## config.mk

```make
export PLATFORM = sky130hd
export DESIGN_NAME = lc3_core_flat
export DESIGN_NICKNAME = d
export VERILOG_FILES = /design/src/rtl/lc3_pkg.sv /design/src/rtl/lc3_if.sv /design/src/rtl/lc3_fetch.sv /design/src/rtl/lc3_core.sv /design/src/flat_wrapper.sv
export SDC_FILE = /design/constraint.sdc
export NUM_CORES = 1
export LEC_CHECK = 0
export BUFFER_PORTS_ARGS = -buffer_cell sky130_fd_sc_hd__buf_2
export CORE_MARGIN = 1
export CORE_UTILIZATION = 60
export CTS_CLUSTER_DIAMETER = 80
export DETAILED_ROUTE_END_ITERATION = 16
export PLACE_DENSITY_LB_ADDON = 0.1
export SLEW_MARGIN = 20
export SYNTH_ARGS = -nofsm -noshare
export SYNTH_HDL_FRONTEND = slang
export SYNTH_HIERARCHICAL = 1
export SYNTH_SLANG_ARGS = --single-unit
```

## constraint.sdc

```tcl
create_clock -name clock -period 7.2 [get_ports clock]
set_clock_uncertainty 0.05 [all_clocks]
set_input_delay 1.08 -clock clock [delete_from_list [all_inputs] [get_ports clock]]
set_output_delay 1.08 -clock clock [all_outputs]
set_load 0.02 [all_outputs]
```

## src/rtl/lc3_pkg.sv

```systemverilog
// rtl/lc3_pkg.sv - shared opcode/state types and helpers for the LC-3 core
package lc3_pkg;

  localparam logic [15:0] RESET_PC_DEFAULT = 16'h3000;

  typedef enum logic [3:0] {
    OP_BR   = 4'b0000,
    OP_ADD  = 4'b0001,
    OP_LD   = 4'b0010,
    OP_ST   = 4'b0011,
    OP_JSR  = 4'b0100,
    OP_AND  = 4'b0101,
    OP_LDR  = 4'b0110,
    OP_STR  = 4'b0111,
    OP_RTI  = 4'b1000,
    OP_NOT  = 4'b1001,
    OP_LDI  = 4'b1010,
    OP_STI  = 4'b1011,
    OP_JMP  = 4'b1100,
    OP_RES  = 4'b1101,
    OP_LEA  = 4'b1110,
    OP_TRAP = 4'b1111
  } opcode_e;

  typedef enum logic [2:0] {
    S_FETCH   = 3'd0,
    S_DECODE  = 3'd1,
    S_EXECUTE = 3'd2,
    S_MEM     = 3'd3,
    S_MEM2    = 3'd4,
    S_WB      = 3'd5
  } state_e;

  function automatic logic [15:0] sext9(input logic [8:0] v);
    return {{7{v[8]}}, v};
  endfunction

  function automatic logic [15:0] sext6(input logic [5:0] v);
    return {{10{v[5]}}, v};
  endfunction

  function automatic logic [15:0] sext5(input logic [4:0] v);
    return {{11{v[4]}}, v};
  endfunction

  // {n,z,p} classification of a 16-bit two's-complement value
  function automatic logic [2:0] nzp_of(input logic [15:0] v);
    if (v[15]) return 3'b100;
    if (v == 16'h0000) return 3'b010;
    return 3'b001;
  endfunction

endpackage

```

## src/rtl/lc3_if.sv

```systemverilog
// rtl/lc3_if.sv - instruction and data memory bus of the LC-3 core
interface lc3_if;
  logic [15:0] pc;
  logic        instrmem_rd;
  logic [15:0] Instr_dout;
  logic        complete_instr;
  logic [15:0] Data_addr;
  logic [15:0] Data_din;
  logic [15:0] Data_dout;
  logic        Data_rd;
  logic        complete_data;

  modport master (
    output pc, instrmem_rd, Data_addr, Data_din, Data_rd,
    input  Instr_dout, complete_instr, Data_dout, complete_data
  );

  modport slave (
    input  pc, instrmem_rd, Data_addr, Data_din, Data_rd,
    output Instr_dout, complete_instr, Data_dout, complete_data
  );
endinterface

```

## src/rtl/lc3_fetch.sv

```systemverilog
// rtl/lc3_fetch.sv - program counter and instruction fetch request
module lc3_fetch
  import lc3_pkg::*;
#(
  parameter logic [15:0] RESET_PC = RESET_PC_DEFAULT
) (
  input  logic        clock,
  input  logic        reset,
  input  logic        enable_updatePC,
  input  logic        enable_fetch,
  input  logic        br_taken,
  input  logic [15:0] taddr,
  output logic [15:0] pc,
  output logic [15:0] npc_out,
  output logic        instrmem_rd
);

  logic [15:0] pc_q;
  logic [15:0] pc_d;

  assign pc      = pc_q;
  assign npc_out = pc_q + 16'd1;
  // The request is suppressed while reset is held even though the FSM sits in FETCH.
  assign instrmem_rd = enable_fetch & reset;

  // PC only moves in write-back: branch/jump target or the sequential address
  always_comb begin
    pc_d = pc_q;
    if (enable_updatePC) pc_d = br_taken ? taddr : npc_out;
  end

  // PC register
  always_ff @(posedge clock or negedge reset) begin
    if (!reset) pc_q <= RESET_PC;
    else        pc_q <= pc_d;
  end

endmodule

```

## src/rtl/lc3_core.sv

```systemverilog
// rtl/lc3_core.sv - non-pipelined multi-cycle LC-3 core
module lc3_core
  import lc3_pkg::*;
#(
  parameter logic [15:0] RESET_PC = RESET_PC_DEFAULT
) (
  input logic   clock,
  input logic   reset,
  lc3_if.master bus
);

  state_e      state_q, state_d;
  logic [15:0] ir_q;
  logic [15:0] regs_q [8];
  logic [2:0]  nzp_q;
  logic [15:0] sr1_q, sr2_q, src_q;
  logic [15:0] alu_q, mdr_q, daddr_q, taddr_q;
  logic        br_taken_q;

  logic [15:0] pc, npc, pc_off9, base_off6, alu_res, mem_addr, tgt, wb_val;
  logic        instrmem_rd, taken;
  logic        is_mem, is_ind, is_load, writes_dr, sets_cc, store_access;
  opcode_e     op;

  assign op = opcode_e'(ir_q[15:12]);

  lc3_fetch #(.RESET_PC(RESET_PC)) Fetch (
    .clock           (clock),
    .reset           (reset),
    .enable_updatePC (state_q == S_WB),
    .enable_fetch    (state_q == S_FETCH),
    .br_taken        (br_taken_q),
    .taddr           (taddr_q),
    .pc              (pc),
    .npc_out         (npc),
    .instrmem_rd     (instrmem_rd)
  );

  assign is_mem    = op inside {OP_LD, OP_LDR, OP_LDI, OP_ST, OP_STR, OP_STI};
  assign is_ind    = op inside {OP_LDI, OP_STI};
  assign is_load   = op inside {OP_LD, OP_LDR, OP_LDI};
  assign sets_cc   = op inside {OP_ADD, OP_AND, OP_NOT, OP_LD, OP_LDR, OP_LDI};
  assign writes_dr = sets_cc | (op == OP_LEA);
  assign store_access = ((state_q == S_MEM)  && (op == OP_ST || op == OP_STR)) ||
                        ((state_q == S_MEM2) && (op == OP_STI));

  assign bus.pc          = pc;
  assign bus.instrmem_rd = instrmem_rd;
  assign bus.Data_addr   = daddr_q;
  assign bus.Data_rd     = ~store_access;
  assign bus.Data_din    = store_access ? src_q : 16'h0000;

  // Execute-stage ALU, effective address and branch resolution
  always_comb begin
    pc_off9   = npc + sext9(ir_q[8:0]);
    base_off6 = sr1_q + sext6(ir_q[5:0]);
    alu_res   = 16'h0000;
    mem_addr  = pc_off9;
    tgt       = pc_off9;
    taken     = 1'b0;
    case (op)
      OP_ADD: alu_res = sr1_q + (ir_q[5] ? sext5(ir_q[4:0]) : sr2_q);
      OP_AND: alu_res = sr1_q & (ir_q[5] ? sext5(ir_q[4:0]) : sr2_q);
      OP_NOT: alu_res = ~sr1_q;
      OP_LEA: alu_res = pc_off9;
      OP_LDR, OP_STR: mem_addr = base_off6;
      OP_JMP: begin
        tgt   = sr1_q;
        taken = 1'b1;
      end
      OP_BR:  taken = |(ir_q[11:9] & nzp_q);
      default: ;
    endcase
    wb_val = is_load ? mdr_q : alu_q;
  end

  // Next-state logic; memory states wait on complete_data
  always_comb begin
    state_d = state_q;
    case (state_q)
      S_FETCH:   if (bus.complete_instr) state_d = S_DECODE;
      S_DECODE:  state_d = S_EXECUTE;
      S_EXECUTE: state_d = is_mem ? S_MEM : S_WB;
      S_MEM:     if (bus.complete_data) state_d = is_ind ? S_MEM2 : S_WB;
      S_MEM2:    if (bus.complete_data) state_d = S_WB;
      S_WB:      state_d = S_FETCH;
      default:   state_d = S_FETCH;
    endcase
  end

  // State register
  always_ff @(posedge clock or negedge reset) begin
    if (!reset) state_q <= S_FETCH;
    else        state_q <= state_d;
  end

  // Datapath registers, each loaded only in the state that owns it
  always_ff @(posedge clock or negedge reset) begin
    if (!reset) begin
      ir_q       <= 16'h0000;
      nzp_q      <= 3'b010;
      sr1_q      <= 16'h0000;
      sr2_q      <= 16'h0000;
      src_q      <= 16'h0000;
      alu_q      <= 16'h0000;
      mdr_q      <= 16'h0000;
      daddr_q    <= 16'h0000;
      taddr_q    <= 16'h0000;
      br_taken_q <= 1'b0;
      for (int i = 0; i < 8; i++) regs_q[i] <= 16'h0000;
    end else begin
      case (state_q)
        S_FETCH: if (bus.complete_instr) ir_q <= bus.Instr_dout;
        S_DECODE: begin
          sr1_q <= regs_q[ir_q[8:6]];
          sr2_q <= regs_q[ir_q[2:0]];
          src_q <= regs_q[ir_q[11:9]];
        end
        S_EXECUTE: begin
          alu_q      <= alu_res;
          taddr_q    <= tgt;
          br_taken_q <= taken;
          if (is_mem) daddr_q <= mem_addr;
        end
        S_MEM: if (bus.complete_data) begin
          mdr_q <= bus.Data_dout;
          if (is_ind) daddr_q <= bus.Data_dout;
        end
        S_MEM2: if (bus.complete_data) mdr_q <= bus.Data_dout;
        S_WB: begin
          if (writes_dr) regs_q[ir_q[11:9]] <= wb_val;
          if (sets_cc)   nzp_q <= nzp_of(wb_val);
        end
        default: ;
      endcase
    end
  end

endmodule

```

## src/flat_wrapper.sv

```systemverilog
// flat-port wrapper written by rule: the top's interface ports become plain ports
module lc3_core_flat import lc3_pkg::*;
#(
  parameter logic [15:0] RESET_PC = RESET_PC_DEFAULT
)
  (clock, reset, bus_pc, bus_instrmem_rd, bus_Data_addr, bus_Data_din, bus_Data_rd, bus_Instr_dout, bus_complete_instr, bus_Data_dout, bus_complete_data);
  lc3_if bus_i ();
  input logic clock;
  input logic reset;
  output wire logic [$bits(bus_i.pc)-1:0] bus_pc;
  output wire logic [$bits(bus_i.instrmem_rd)-1:0] bus_instrmem_rd;
  output wire logic [$bits(bus_i.Data_addr)-1:0] bus_Data_addr;
  output wire logic [$bits(bus_i.Data_din)-1:0] bus_Data_din;
  output wire logic [$bits(bus_i.Data_rd)-1:0] bus_Data_rd;
  input wire logic [$bits(bus_i.Instr_dout)-1:0] bus_Instr_dout;
  input wire logic [$bits(bus_i.complete_instr)-1:0] bus_complete_instr;
  input wire logic [$bits(bus_i.Data_dout)-1:0] bus_Data_dout;
  input wire logic [$bits(bus_i.complete_data)-1:0] bus_complete_data;
  assign bus_pc = bus_i.pc;
  assign bus_instrmem_rd = bus_i.instrmem_rd;
  assign bus_Data_addr = bus_i.Data_addr;
  assign bus_Data_din = bus_i.Data_din;
  assign bus_Data_rd = bus_i.Data_rd;
  assign bus_i.Instr_dout = bus_Instr_dout;
  assign bus_i.complete_instr = bus_complete_instr;
  assign bus_i.Data_dout = bus_Data_dout;
  assign bus_i.complete_data = bus_complete_data;
  lc3_core #(.RESET_PC(RESET_PC)) u_core (.clock(clock), .reset(reset), .bus(bus_i));
endmodule
```

# After elaboration in Yosys (flattened, before gate mapping)

Cells that the tools add are included.

Bits in registers: 279
Output and inout port bits: 50
Input port bits: 36
Word-level logic and storage cells: 121

Bitwise gates (word level): 9
$lt $le $gt $ge: 4
Add/subtract/negate cells: 4
Mux-type cells: 41
Equal/unequal tests: 21
Reduce and logical (&&, ||, !) cells: 22

Operators with widths:

| cell                    | count |
|---|---|
| $mux W16                | 16 |
| $bmux W16 S3            | 3 |
| $bwmux W128             | 1 |
| $pmux W16 S4            | 1 |
| $add A16 B16 Y16        | 3 |
| $demux W16 S3           | 1 |
| $pmux W16 S2            | 1 |
| $mux W3                 | 8 |
| $eq A4 B4 Y1 const B    | 5 |
| $add A16 B1 Y16 const B | 1 |
| $and A16 B16 Y16        | 1 |
| $logic_not A16 Y1       | 1 |
| $not A16 Y16            | 1 |
| $pmux W3 S5             | 1 |
| $eq A4 B3 Y1 const B    | 3 |
| $ge A4 B4 Y1 const B    | 3 |
| $not A3 Y4              | 3 |
| $reduce_bool A6 Y1      | 2 |
| $eq A4 B2 Y1 const B    | 2 |
| $mux W1                 | 8 |
| $reduce_and A2 Y1       | 4 |
| $eq A3 B2 Y1 const B    | 2 |
| $eq A3 B3 Y1 const B    | 2 |
| $ne A2 B2 Y1 const B    | 3 |
| 19 further kinds        | 25 |

# Depth between registers and ports, before layout

Gate-level depths: netlist (run 1).

Depth in word-level cells: 11
Mapped depth: 14
Depth with buffers taken out: 13

# Hierarchy

The synthesis (run 1) kept the hierarchy.

By module, submodules not included:

| module    | area each (sq um) | cells each | instances | sequential area each (sq um) |
|---|---|---|---|---|
| lc3_core  | 15718.8           | 1597       | 1         | 6582.6 |
| lc3_fetch | 1219.9            | 145        | 1         | 402.9 |

# Least setup slack after synthesis (run 1)

Ideal clock, no wire load.

Path kind: flip-flop to flip-flop
Start point: register u_core.Fetch.pc_q[0] (netlist: u_core/Fetch/pc[0])
End point: register u_core.alu_q[14]
Period minus slack after synthesis: 3.420 ns
Arrival: 3.234 ns
Path slack: 3.780 ns
Data required time: 7.014 ns
Cell stages (with the launch flop): 15
Buffers on the path: 1
Library setup time: 0.136 ns
Path through: dfrtp_1 ha_1 nand2_1 or3_1 buf_2 nor2_1 xor2_1 ha_1 a21oi_1 nand2_1 or4_1 o21ai_1 xnor2_1 a221oi_1 o21ai_0

Longest elaborated chain between the ends: 3

RTL lines:

| item                     | RTL line        | text |
|---|---|---|
| from (decl)              | lc3_fetch.sv:18 | `logic [15:0] pc_q;` |
| from (signal assigned)   | lc3_fetch.sv:35 | `else pc_q <= pc_d;` |
| $add A16 B1 Y16          | lc3_fetch.sv:22 | `assign npc_out = pc_q + 16'd1;` |
| named net u_core.npc[12] | lc3_core.sv:20  | `logic [15:0] pc, npc, pc_off9, base_off6, alu_res, mem_addr, tgt, wb_val;` |
| $add A16 B16 Y16         | lc3_core.sv:55  | `pc_off9 = npc + sext9(ir_q[8:0]);` |
| $pmux W16 S4             | lc3_core.sv:61  | `case (op)` |
| to (signal assigned)     | lc3_core.sv:120 | `alu_q <= alu_res;` |
| to (decl)                | lc3_core.sv:17  | `logic [15:0] alu_q, mdr_q, daddr_q, taddr_q;` |

The timed path passes the listed nets, and every way through them passes these cells.
A chain may end at the register's enable or synchronous reset.

# Worst setup path after layout (run 1)

Start point: register u_core.state_q[1]
End point: output port bus_Data_din[15]

Longest elaborated chain between the ends: 4
Elaborated cells on any way between the ends: 6
Those cells by class: eq/ne (2); mux (1); reduce/logical (3)

RTL lines:

| item                                                | RTL line                       | text |
|---|---|---|
| from (decl)                                         | lc3_core.sv:12                 | `state_e state_q, state_d;` |
| from (signal assigned)                              | lc3_core.sv:94                 | `else state_q <= state_d;` |
| $eq A3 B2 Y1 / $eq A3 B3 Y1 (equally long branches) | lc3_core.sv:44, lc3_core.sv:45 |  |
| $logic_and A1 B1 Y1 (on tied branches)              | lc3_core.sv:44, lc3_core.sv:45 |  |
| $logic_or A1 B1 Y1 *                                | lc3_core.sv:44                 | `assign store_access = ((state_q == S_MEM) && (op == OP_ST \|\| op == OP_STR)) \|\|` |
| $mux W16 *                                          | lc3_core.sv:51                 | `assign bus.Data_din = store_access ? src_q : 16'h0000;` |
| to (decl)                                           | flat_wrapper.sv:13             | `output wire logic [$bits(bus_i.Data_din)-1:0] bus_Data_din;` |

Every way passes the cells marked *; elsewhere a longest branch is shown, timed or not.

==> impl_metrics.tcl, run 1 <==
set metrics [dict create \
    outcome "complete, no violations" \
    vdd_drop_max_v 0.000445 \
    reg_clk_slew_reported_paths_ns 0.06 \
    drive_gt1_frac 0.179 \
    ys_seq_elements 279 \
    clk-insertion-delay-late_ns 0.59 \
    post-route-min-period_ns 4.35 \
    wire_length_of_the_first_global_routing_pass_mm 76.1 \
    crit_required_ns 6.07 \
    rsz0062_at_grt "false" \
    cts_htree_levels 1 \
    grt.overflow.total 0 \
    floorplan.die.height_um 170 \
    synthesis.area_per_instance_um2 9.72 \
    synthesis_warning_total 6 \
    design.final.nets 1855 \
    dpl_cell_area_um2 17600 \
    regToRegSetupSlack_ns 3.57 \
    area_added_between_synthesis_and_finish_pct 10.3 \
    number_of_core_rows 61 \
    grt.total_usage 0.345 \
    synth_async_sr_flop_share 1.00 \
    critPathSlowestCell "sky130_fd_sc_hd__and3_1" \
    yosysTopAreaCell "sky130_fd_sc_hd__dfrtp_1" \
    timing.setup.tns_ns 0 \
    yosys-top-cells-area "sky130_fd_sc_hd__dfrtp_1 41%, sky130_fd_sc_hd__mux4_2 9.6%, sky130_fd_sc_hd__a21oi_1 5.2%" \
    sequential_cell_area_um2 6990 \
    worst-endpoint-arrival_ns 3.22 \
    max_capacitance_violation_total 0 \
    cp_max_fo 18 \
    grt_start_max_net_pins 108 \
    cp_cell_sequence "nand2b_1, or2_1, o22ai_1, and3_1, and2_1, buf_2" \
    grt_pass1_vias 13500 \
    area_enclosed_by_the_die_boundary_um2 28900 \
    hpwl_mm 33.6 \
    drt_drc_violations_left 0 \
    worst_slew_pin_slew_ns 1.08 \
    viasPerCell 6.44 \
    min_period_over_period 0.604 \
    pin_count 86 \
    min_path_type "reg2reg" \
    netlist_instances 1742 \
    ys_seq_area_frac 0.412 \
    achievable-frequency_mhz 230 \
    synthDistinctLibCells 84 \
    antenna_cells 0 \
    max_slew_margin 0.263 \
    start_util 0.610 \
    power.leakage_nw 8.08 \
    detail_route.wl_per_cell_um 22.3 \
    mappedNetlistNets 1828 \
    final-hold-violation-count 0 \
    startpoint_type "flip-flop" \
    totalWireLength_mm 48.3 \
    synth_enable_flop_cells 0 \
    most_common_cell_in_the_netlist "sky130_fd_sc_hd__dfrtp_1" \
    initial_antenna_violation_count 0 \
    critical_path_s_largest_stage_delay_ns 0.84 \
    vias 14000 \
    detail_route.iter0.violations 1075 \
    cts_post_setup_buffers_inserted 0 \
    antenna_violating_nets_post_route 0 \
    cts_buffers 31 \
    end_kind "primary output" \
    count_of_buffers_inserted_at_the_top_level_ports 85 \
    core_area_um2 27800 \
    num-fill-cells 2267 \
    clock_tree.buffer_depth 3 \
    postCtsResizedCells 0 \
    fin_area_um2 18700 \
    synth_largest_type_area_fraction 0.408 \
    clock-sinks 279 \
    drt_pass1_iterations 5 \
    cts-root-buf "sky130_fd_sc_hd__clkbuf_16" \
    multi_input_comb_area_um2 9360 \
    p_per_area_nw_per_um2 528 \
    ys_dominant_reg_cell "sky130_fd_sc_hd__dfrtp_1" \
    yosys-top-cells-count "276 x sky130_fd_sc_hd__dfrtp_1, 187 x sky130_fd_sc_hd__nor2_1, 184 x sky130_fd_sc_hd__nand2_1, 177 x sky130_fd_sc_hd__a21oi_1, 168 x sky130_fd_sc_hd__o21ai_0" \
    tritoncts "done" \
    setup_violations 0 \
    dieWidth_um 170 \
    final_core_utilization 0.672 \
    gp_routability_congestion 0.940 \
    netlist_area_um2 16900 \
    final_max_slew_viol_count 0 \
    finalPower_mw 9.86 \
    worstSetupPathType "reg2out" \
    postCtsHoldBufs 0 \
]
-- stage by stage --
stage / setup slack, ns / hold WS, ns / cells
2_1_floorplan: 3.78 / 0.391 / 1742
3_3_place_gp: 3.61 / 0.404 / 2114
3_5_place_dp: 3.52 / 0.412 / 2114
4_1_cts: 2.89 / 0.421 / 2172
5_1_grt: 2.71 / 0.453 / 2172
6_report: 2.85 / 0.420 / 2172
-- placed cells by master, fill, tap and decap left out, types with 33 or more instances in the layout --
cell / count
sky130_fd_sc_hd__ha_1: 47
sky130_fd_sc_hd__o21ai_0: 168
sky130_fd_sc_hd__buf_2: 84
sky130_fd_sc_hd__nand2_1: 181
sky130_fd_sc_hd__mux2i_1: 76
sky130_fd_sc_hd__mux4_2: 72
sky130_fd_sc_hd__dfrtp_1: 272
sky130_fd_sc_hd__inv_1: 33
sky130_fd_sc_hd__mux2_2: 43
sky130_fd_sc_hd__nor2_1: 187
sky130_fd_sc_hd__a21oi_1: 177
-- power breakdown --
| group | internal, mW | switching [mW] | total (mW) | leakage [nW] |
|---|---|---|---|---|
| clock | 1.00 | 0.687 | 1.69 | 0.540 |
| sequential | 2.16 | 0.734 | 2.90 | 3.57 |
| combinational | 2.13 | 3.14 | 5.27 | 3.97 |
-- registers in the layout, indices dropped and copies added (netlist names) --
signal and count:
u_core/nzp_q 3, u_core/state_q 3, u_core/Fetch/pc 16, u_core/taddr_q 16, u_core/mdr_q 16, u_core/ir_q 16
u_core/sr2_q 16, u_core/sr1_q 16, u_core/alu_q 16, u_core/src_q 16, u_core/regs_q 128, u_core/bus.Data_addr 16
u_core/br_taken_q 1
-- worst paths after layout --
kind                            cells after the start                      startpoint                                  end
min in group asynchronous                           1                           reset  u_core/bus.Data_addr[0]$_DFFE_PN0P_
worst min register to register                      2     u_core/nzp_q[1]$_DFFE_PN1P_          u_core/nzp_q[1]$_DFFE_PN1P_
worst min-delay path                                2     u_core/nzp_q[1]$_DFFE_PN1P_          u_core/nzp_q[1]$_DFFE_PN1P_
worst max-delay path                                6   u_core/state_q[1]$_DFFE_PN0P_                     bus_Data_din[15]
worst max register to register                     13  u_core/Fetch/pc[0]$_DFFE_PN0P_         u_core/alu_q[14]$_DFFE_PN0P_
max in group asynchronous                           3                           reset        u_core/regs_q[57]$_DFFE_PN0P_
-- logic make-up (layout without fill, tap and decap cells) --
kind of cell / Yosys count / after routing / synth area share
xor+xnor: 48 / 48 / 0.0248
flops: 279 / 279 / 0.412
compound gates: 491 / 491 / 0.170
mux: 201 / 201 / 0.178
simple gates: 521 / 521 / 0.139
buf+inv: 152 / 204 / 0.0377
fa+ha+maj: 50 / 50 / 0.0383
-- routing by layer --
layer | up-vias | global-route usage | wire length [um]
met5 | - | 0 | 0
met4 | 0 | 0.170 | 2430
met2 | 599 | 0.562 | 22800
li1 | 6384 | - | -
met1 | 6874 | 0.454 | 19700
met3 | 140 | 0.0486 | 3380
-- cell type report --
cell class,count,share of cell area
flip-flops and latches,279,0.374
repair buffers,112,0.0342
inverters,34,0.00683
clock inverters,18,0.0119
multi-input cells,1311,0.501
well taps,378,0.0253
clock buffers,40,0.0465
-- worst max-delay path, delay by kind of cell (launching register included) --
| kind | cells | cell delay [ns] |
|---|---|---|
| flip-flops | 1 | 0.53 |
| AO/OA/AOI/OAI | 1 | 0.23 |
| buffers and inverters | 1 | 0.17 |
| AND/OR/NAND/NOR | 4 | 1.71 |
(Power assumes the default switching activity.)
==> inputs of run 2 (changes only) <==
--- a/config.mk
+++ b/config.mk
@@ -5,9 +5,10 @@
 export SDC_FILE = /design/constraint.sdc
 export NUM_CORES = 1
 export LEC_CHECK = 0
+export ABC_AREA = 1
 export BUFFER_PORTS_ARGS = -buffer_cell sky130_fd_sc_hd__buf_2
 export CORE_MARGIN = 1
-export CORE_UTILIZATION = 60
+export CORE_UTILIZATION = 57
 export CTS_CLUSTER_DIAMETER = 80
 export DETAILED_ROUTE_END_ITERATION = 16
 export PLACE_DENSITY_LB_ADDON = 0.1
==> constraint.sdc (replaced) <==
create_clock -name clock -period 3.8 [get_ports clock]
set_clock_uncertainty 0.05 [all_clocks]
set_input_delay 0.57 -clock clock [delete_from_list [all_inputs] [get_ports clock]]
set_output_delay 0.57 -clock clock [all_outputs]
set_load 0.02 [all_outputs]
==> impl_metrics.tcl, run 2 <==
set metrics [dict create \
    outcome "complete, no violations" \
    most_common_cell_after_layout_fill_and_taps_aside "sky130_fd_sc_hd__nand2_1" \
    hold_ws_ns 0.210 \
    tritoncts "done" \
    floorplan.die.height_um 182 \
    path_buf_inv 4 \
    crit_required_ns 3.18 \
    synth_largest_type_area_fraction 0.376 \
    grt_pass1_vias 17700 \
    setup_violations 0 \
    dpl_cell_area_um2 19100 \
    netlist_area_um2 18400 \
    worst_r2r_endpoint "u_core/bus.Data_addr[15]$_DFFE_PN0P_" \
    grt_util_met1 0.494 \
    cts_htree_levels 2 \
    pin_count 86 \
    worstSetupPathType "reg2out" \
    drive_gt1_frac 0.106 \
    ys_dominant_reg_cell "sky130_fd_sc_hd__dfrtp_1" \
    cts_post_setup_buffers_inserted 0 \
    final.setup.worst_slack_ns 0.675 \
    hold_path_startpoint "bus_Instr_dout[3]" \
    clock-sinks 279 \
    end_kind "primary output" \
    synthesis_warning_total 6 \
    synthesis.area_per_instance_um2 7.15 \
    start_util 0.581 \
    share_of_power_burned_in_combinational_logic 0.574 \
    place_ws_ns 0.877 \
    drt_drc_violations_left 0 \
    critPathSlowestCell "sky130_fd_sc_hd__dfrtp_1" \
    synth_async_sr_flop_share 1.00 \
    final_core_utilization 0.640 \
    antenna_violating_nets_post_route 0 \
    detail_route.wl_per_cell_um 21.3 \
    cts_buffers 34 \
    reg_clk_slew_reported_paths_ns 0.06 \
    most_common_cell_in_the_netlist "sky130_fd_sc_hd__nand2_1" \
    dieWidth_um 182 \
    cts-root-buf "sky130_fd_sc_hd__clkbuf_16" \
    yosysTopAreaCell "sky130_fd_sc_hd__dfrtp_1" \
    post-route-min-period_ns 3.13 \
    internal-power_mw 9.78 \
    min_path_type "in2reg" \
    achievable-frequency_mhz 320 \
    rsz0062_at_grt "false" \
    min_period_over_period 0.822 \
    yosys-top-cells-area "sky130_fd_sc_hd__dfrtp_1 38%, sky130_fd_sc_hd__nand2_1 13%, sky130_fd_sc_hd__o21ai_0 9.9%" \
    vdd_drop_max_v 0.000470 \
    cp_max_fo 21 \
    synthDistinctLibCells 58 \
    layout_common_cells "648 x sky130_fd_sc_hd__nand2_1, 363 x sky130_fd_sc_hd__o21ai_0, 316 x sky130_fd_sc_hd__inv_1" \
    drt_pass1_iterations 5 \
    cp_cell_sequence "nor2_1, buf_4, clkinv_1, nor3_1, a31oi_2, buf_4, nor2_1, buf_2" \
    clk-insertion-delay-late_ns 0.54 \
    number_of_core_rows 65 \
    postCtsResizedCells 0 \
    grt_start_max_net_pins 128 \
    hpwl_mm 45.2 \
    min_delay_path_depth 2 \
    final_max_slew_viol_count 0 \
    totalWireLength_mm 64.5 \
    regToRegSetupSlack_ns 0.83 \
    area_added_between_synthesis_and_finish_pct 10.2 \
    worstReg2RegStart "u_core/Fetch/pc[1]$_DFFE_PN0P_" \
    p_sw_frac 0.522 \
    core_area_um2 31600 \
    grt.total_usage 0.397 \
    met2_track_demand_over_resource_in_global_routing 0.649 \
    grt.met3_usage 0.0616 \
    number_of_cells_in_the_finished_layout_apart_from_fillers 3027 \
    clock_tree.buffer_depth 3 \
    power_frac_clock 0.167 \
    critical_path_s_largest_stage_delay_ns 0.47 \
    top_register "u_core/regs_q" \
    largest_reg_flops 128 \
    power.leakage_nw 9.94 \
    sequentialPowerShare 0.259 \
    timing.setup.tns_ns 0 \
    grt_busiest_layer "met2" \
    detail_route.iter0.violations 1663 \
    p_per_area_nw_per_um2 1010 \
    r2r.worst_path.cells 17 \
    ys_seq_elements 279 \
    max_slew_margin 0.249 \
    gp_routability_congestion 1.02 \
    worst-endpoint-arrival_ns 2.51 \
    worst_slew_pin_slew_ns 1.12 \
    synth_enable_flop_cells 0 \
    vias 18400 \
    finalPower_mw 20.5 \
    startpoint_type "flip-flop" \
    count_of_buffers_inserted_at_the_top_level_ports 85 \
    design.final.nets 2687 \
    timing.critical_path.max_delay_family "buffers and inverters" \
    final-hold-violation-count 0 \
    netlist_instances 2570 \
    holdPathEnd "u_core/ir_q[3]$_DFFE_PN0P_" \
    fin_area_um2 20300 \
    initial_antenna_violation_count 2 \
    viasPerCell 6.08 \
    area_enclosed_by_the_die_boundary_um2 33000 \
    grt.overflow.total 0 \
    power_switching_mw 10.7 \
    yosys-top-cells-count "648 x sky130_fd_sc_hd__nand2_1, 363 x sky130_fd_sc_hd__o21ai_0, 316 x sky130_fd_sc_hd__inv_1, 276 x sky130_fd_sc_hd__dfrtp_1, 241 x sky130_fd_sc_hd__a21oi_1" \
    post-place-cells 2966 \
    ys_seq_area_frac 0.380 \
    mappedNetlistNets 2656 \
    max_capacitance_violation_total 0 \
    wire_length_of_the_first_global_routing_pass_mm 101 \
]
==> run 2: cell types whose count changed in the layout (fill, tap and decap cells not counted), moves of 18 or more <==
cell	previous run	this run
sky130_fd_sc_hd__nand2_1	181	648
sky130_fd_sc_hd__xnor2_1	24	6
sky130_fd_sc_hd__o21ai_1	7	28
sky130_fd_sc_hd__o21ai_0	168	363
sky130_fd_sc_hd__o221ai_1	6	30
sky130_fd_sc_hd__mux4_2	72	0
sky130_fd_sc_hd__nor2_1	187	124
sky130_fd_sc_hd__a21oi_1	177	241
sky130_fd_sc_hd__and2_1	27	5
sky130_fd_sc_hd__mux2i_1	76	0
sky130_fd_sc_hd__inv_1	33	316
sky130_fd_sc_hd__nand3_1	25	119
sky130_fd_sc_hd__mux2_2	43	17
==> run 2: worst register-to-register path, cell delays in order (launching register included) <==
cell                      delay [ns]
sky130_fd_sc_hd__dfrtp_1        0.41
sky130_fd_sc_hd__ha_1           0.23
sky130_fd_sc_hd__nand3_2        0.17
sky130_fd_sc_hd__inv_1          0.16
sky130_fd_sc_hd__nand2_2        0.10
sky130_fd_sc_hd__xor2_1         0.18
sky130_fd_sc_hd__inv_1          0.06
sky130_fd_sc_hd__ha_1           0.34
sky130_fd_sc_hd__nand2_1        0.10
sky130_fd_sc_hd__nand2_1        0.10
sky130_fd_sc_hd__nand2_1        0.07
sky130_fd_sc_hd__nand2_1        0.06
sky130_fd_sc_hd__a21oi_1        0.17
sky130_fd_sc_hd__nand3_1        0.16
sky130_fd_sc_hd__nand3_1        0.24
sky130_fd_sc_hd__nand3_1        0.12
sky130_fd_sc_hd__nand2_1        0.07
sky130_fd_sc_hd__nand2_1        0.05
==> run 2: how the worst max path moves through the flow <==
stage	start	end	slack, ns	cells past startpoint
after floorplan	u_core/Fetch/pc[1]$_DFFE_PN0P_	u_core/bus.Data_addr[14]$_DFFE_PN0P_	1.27	17
after global placement	u_core/Fetch/pc[0]$_DFFE_PN0P_	u_core/bus.Data_addr[15]$_DFFE_PN0P_	0.92	17
after detailed placement	u_core/ir_q[5]$_DFFE_PN0P_	u_core/alu_q[6]$_DFFE_PN0P_	0.88	13
after CTS	u_core/state_q[2]$_DFFE_PN0P_	bus_Data_din[12]	0.61	8
after global routing	u_core/state_q[2]$_DFFE_PN0P_	bus_Data_din[12]	0.48	8
final	u_core/state_q[2]$_DFFE_PN0P_	bus_Data_din[12]	0.67	8
==> run 2: kinds of logic (layout without fill, tap and decap cells) <==
logic type      after synthesis  count (layout)  synth area share
simple gates                993             993             0.233
compound gates              752             752             0.227
buf+inv                     453             507            0.0980
flops                       279             279             0.380
fa+ha+maj                    50              50            0.0352
mux                          25              25            0.0178
xor+xnor                     18              18           0.00939
other cells                   0               1                 0
==> run 2: layout make-up <==
cell class	count	area (um^2)
Fill cell	2870	11400
Timing Repair Buffer	123	761
Antenna cell	1	2.50
Inverter	325	1220
Sequential cell	279	7000
Clock buffer	50	971
Clock inverter	9	193
Multi-Input combinational cell	1838	9610
Tap cell	402	503
==> run 2: power by group through the flow <==
| stage | clock network [mW] | logic (mW) | registers, mW |
|---|---|---|---|
| 2_1_floorplan | 0 | 7.94 | 4.99 |
| 6_report | 3.42 | 11.7 | 5.30 |
| 4_1_cts | 3.46 | 11.5 | 5.25 |
| 3_5_place_dp | 0 | 11.4 | 5.29 |
| 5_1_grt | 3.56 | 12.9 | 5.40 |
| 3_3_place_gp | 0 | 11.3 | 5.25 |
==> run 2: routing by layer <==
layer  share of wire  wire length (um)
met5         0.00015                10
met1            0.39             25000
met3           0.089              5750
met4           0.067              4300
met2            0.46             29500
==> run 2: what timing repair did <==
item,in CTS,in global routing
hold buffers,1,0
endpoints found under the setup margin,0,0
hold endpoints to repair,54,0
==> inputs of run 3 (changes only) <==
--- a/config.mk
+++ b/config.mk
@@ -8,7 +8,7 @@
 export ABC_AREA = 1
 export BUFFER_PORTS_ARGS = -buffer_cell sky130_fd_sc_hd__buf_2
 export CORE_MARGIN = 1
-export CORE_UTILIZATION = 57
+export CORE_UTILIZATION = 60
 export CTS_CLUSTER_DIAMETER = 80
 export DETAILED_ROUTE_END_ITERATION = 16
 export PLACE_DENSITY_LB_ADDON = 0.1
==> constraint.sdc (replaced) <==
create_clock -name clock -period 3.17 [get_ports clock]
set_clock_uncertainty 0.05 [all_clocks]
set_input_delay 0.4755 -clock clock [delete_from_list [all_inputs] [get_ports clock]]
set_output_delay 0.4755 -clock clock [all_outputs]
set_load 0.02 [all_outputs]
==> impl_metrics.tcl, run 3 (same netlist as run 2, synthesis figures left out) <==
set metrics [dict create \
    outcome "complete, no violations" \
    postCtsResizedCells 0 \
    regToRegSetupSlack_ns 0.33 \
    totalWireLength_mm 64.7 \
    crit_required_ns 3.60 \
    drive_gt1_frac 0.111 \
    final_core_utilization 0.676 \
    post-route-min-period_ns 2.84 \
    clock-sinks 279 \
    dieWidth_um 177 \
    postCtsHoldBufs 1 \
    worstReg2RegStart "u_core/Fetch/pc[1]$_DFFE_PN0P_" \
    grt_start_max_net_pins 130 \
    clk-insertion-delay-late_ns 0.59 \
    timing.setup.tns_ns 0 \
    antenna_cells 0 \
    drt_drc_violations_left 0 \
    p_per_area_nw_per_um2 1200 \
    pin_count 86 \
    critPathSlowestCell "sky130_fd_sc_hd__dfrtp_1" \
    count_of_buffers_inserted_at_the_top_level_ports 85 \
    r2r.worst_path.cells 15 \
    power.leakage_nw 9.93 \
    most_common_cell_after_layout_fill_and_taps_aside "sky130_fd_sc_hd__nand2_1" \
    grt.total_usage 0.420 \
    tritoncts "done" \
    crit_path_end "u_core/bus.Data_addr[11]$_DFFE_PN0P_" \
    worst_slew_pin_slew_ns 0.987 \
    area_added_between_synthesis_and_finish_pct 9.90 \
    final-hold-violation-count 0 \
    number_of_core_rows 63 \
    design.final.nets 2695 \
    wire_length_of_the_first_global_routing_pass_mm 100 \
    setup_violations 0 \
    worst-endpoint-arrival_ns 3.27 \
    top_register "u_core/regs_q" \
    achievable-frequency_mhz 352 \
    worstSetupPathType "reg2reg" \
    clock_tree.buffer_depth 3 \
    final_max_slew_viol_count 0 \
    area_enclosed_by_the_die_boundary_um2 31400 \
    antenna_violating_nets_post_route 0 \
    max_slew_margin 0.342 \
    first_element_of_the_critical_path "u_core/Fetch/pc[1]$_DFFE_PN0P_" \
    num-fill-cells 2666 \
    reg_clk_slew_reported_paths_ns 0.06 \
    viasPerCell 6.22 \
    largest_reg_flops 128 \
    cts-root-buf "sky130_fd_sc_hd__clkbuf_16" \
    initial_antenna_violation_count 1 \
    core_area_um2 29900 \
    cts_post_setup_buffers_inserted 0 \
    layout_common_cells "648 x sky130_fd_sc_hd__nand2_1, 363 x sky130_fd_sc_hd__o21ai_0, 316 x sky130_fd_sc_hd__inv_1" \
    min_period_over_period 0.897 \
    cts_buffers 30 \
    cp_max_fo 5 \
    floorplan.die.height_um 177 \
    crit_path_frequent_cell "sky130_fd_sc_hd__nand2_1" \
    detail_route.iter0.violations 2504 \
    critical_path_s_largest_stage_delay_ns 0.43 \
    startpoint_type "flip-flop" \
    vdd_drop_max_v 0.00130 \
    detail_route.wl_per_cell_um 21.4 \
    rsz0062_at_grt "false" \
    cp_cell_sequence "ha_1, nand3_2, nor2_4, xor2_2, ha_1, nand2_1, inv_1, a21oi_1, nand2_1, nand2_1, nand3_1, nand3_1, nand3_1, nand2_1, nand2_1" \
    hpwl_mm 45.5 \
    timing.critical_path.max_delay_family "simple AND/OR/NAND/NOR gates" \
    start_util 0.615 \
    grt_pass1_vias 17500 \
    min_path_type "in2reg" \
    worst_r2r_endpoint "u_core/bus.Data_addr[11]$_DFFE_PN0P_" \
    path_depth 15 \
    path_buf_inv 1 \
    vias 18800 \
    max_capacitance_violation_total 0 \
    grt.overflow.total 0 \
    drt_pass1_iterations 6 \
    cts_htree_levels 1 \
    end_kind "flip-flop" \
    gp_routability_congestion 1.05 \
]
-- run 3: final cells by class --
cell class                      instances  area (um^2)  area share
Clock buffer                           42          876      0.0433
Clock inverter                         11          123     0.00607
Inverter                              325         1220      0.0605
Multi-Input combinational cell       1838         9610       0.476
Sequential cell                       279         7000       0.346
Tap cell                              390          488      0.0241
Timing Repair Buffer                  135          888      0.0440
-- run 3: worst min-delay path by stage --
stage                                 start                              to  slack (ns)  cells past startpoint
after floorplan                       reset  u_core/Fetch/pc[0]$_DFFE_PN0P_        0.13                      0
after global placement                reset    u_core/sr1_q[12]$_DFFE_PN0N_        0.39                      1
after detailed placement              reset    u_core/sr1_q[12]$_DFFE_PN0N_        0.39                      1
after CTS                 bus_Instr_dout[0]      u_core/ir_q[0]$_DFFE_PN0P_        0.06                      2
after global routing      bus_Instr_dout[4]      u_core/ir_q[4]$_DFFE_PN0P_        0.06                      2
final                     bus_Instr_dout[0]      u_core/ir_q[0]$_DFFE_PN0P_        0.07                      2
-- run 3: power breakdown --
part	total (mW)	switching, mW	leakage (nW)	internal (mW)
logic	14.3	9.92	5.81	4.36
registers	6.30	1.35	3.63	4.96
clock network	3.57	1.55	0.490	2.01
-- run 3: stage by stage --
| stage | cells | hold slack, ns | setup slack [ns] | power, mW | area [um^2] |
|---|---|---|---|---|---|
| finish | 3020 | 0.0732 | 0.328 | 24.2 | 20200 |
| global route | 3020 | 0.0596 | 0.0424 | 25.8 | 20200 |
| detailed placement | 2966 | 0.395 | 0.408 | 20.0 | 19200 |
| floorplan | 2570 | 0.130 | 0.642 | 15.5 | 18400 |
| CTS | 3020 | 0.0605 | 0.383 | 23.7 | 20200 |
| global placement | 2966 | 0.393 | 0.480 | 19.8 | 19200 |
-- run 3: routing by layer --
metal | share of wire | GRT usage
met1 | 0.41 | 0.593
met4 | 0.045 | 0.171
met2 | 0.42 | 0.625
met3 | 0.12 | 0.0915
met5 | 0.00017 | 0
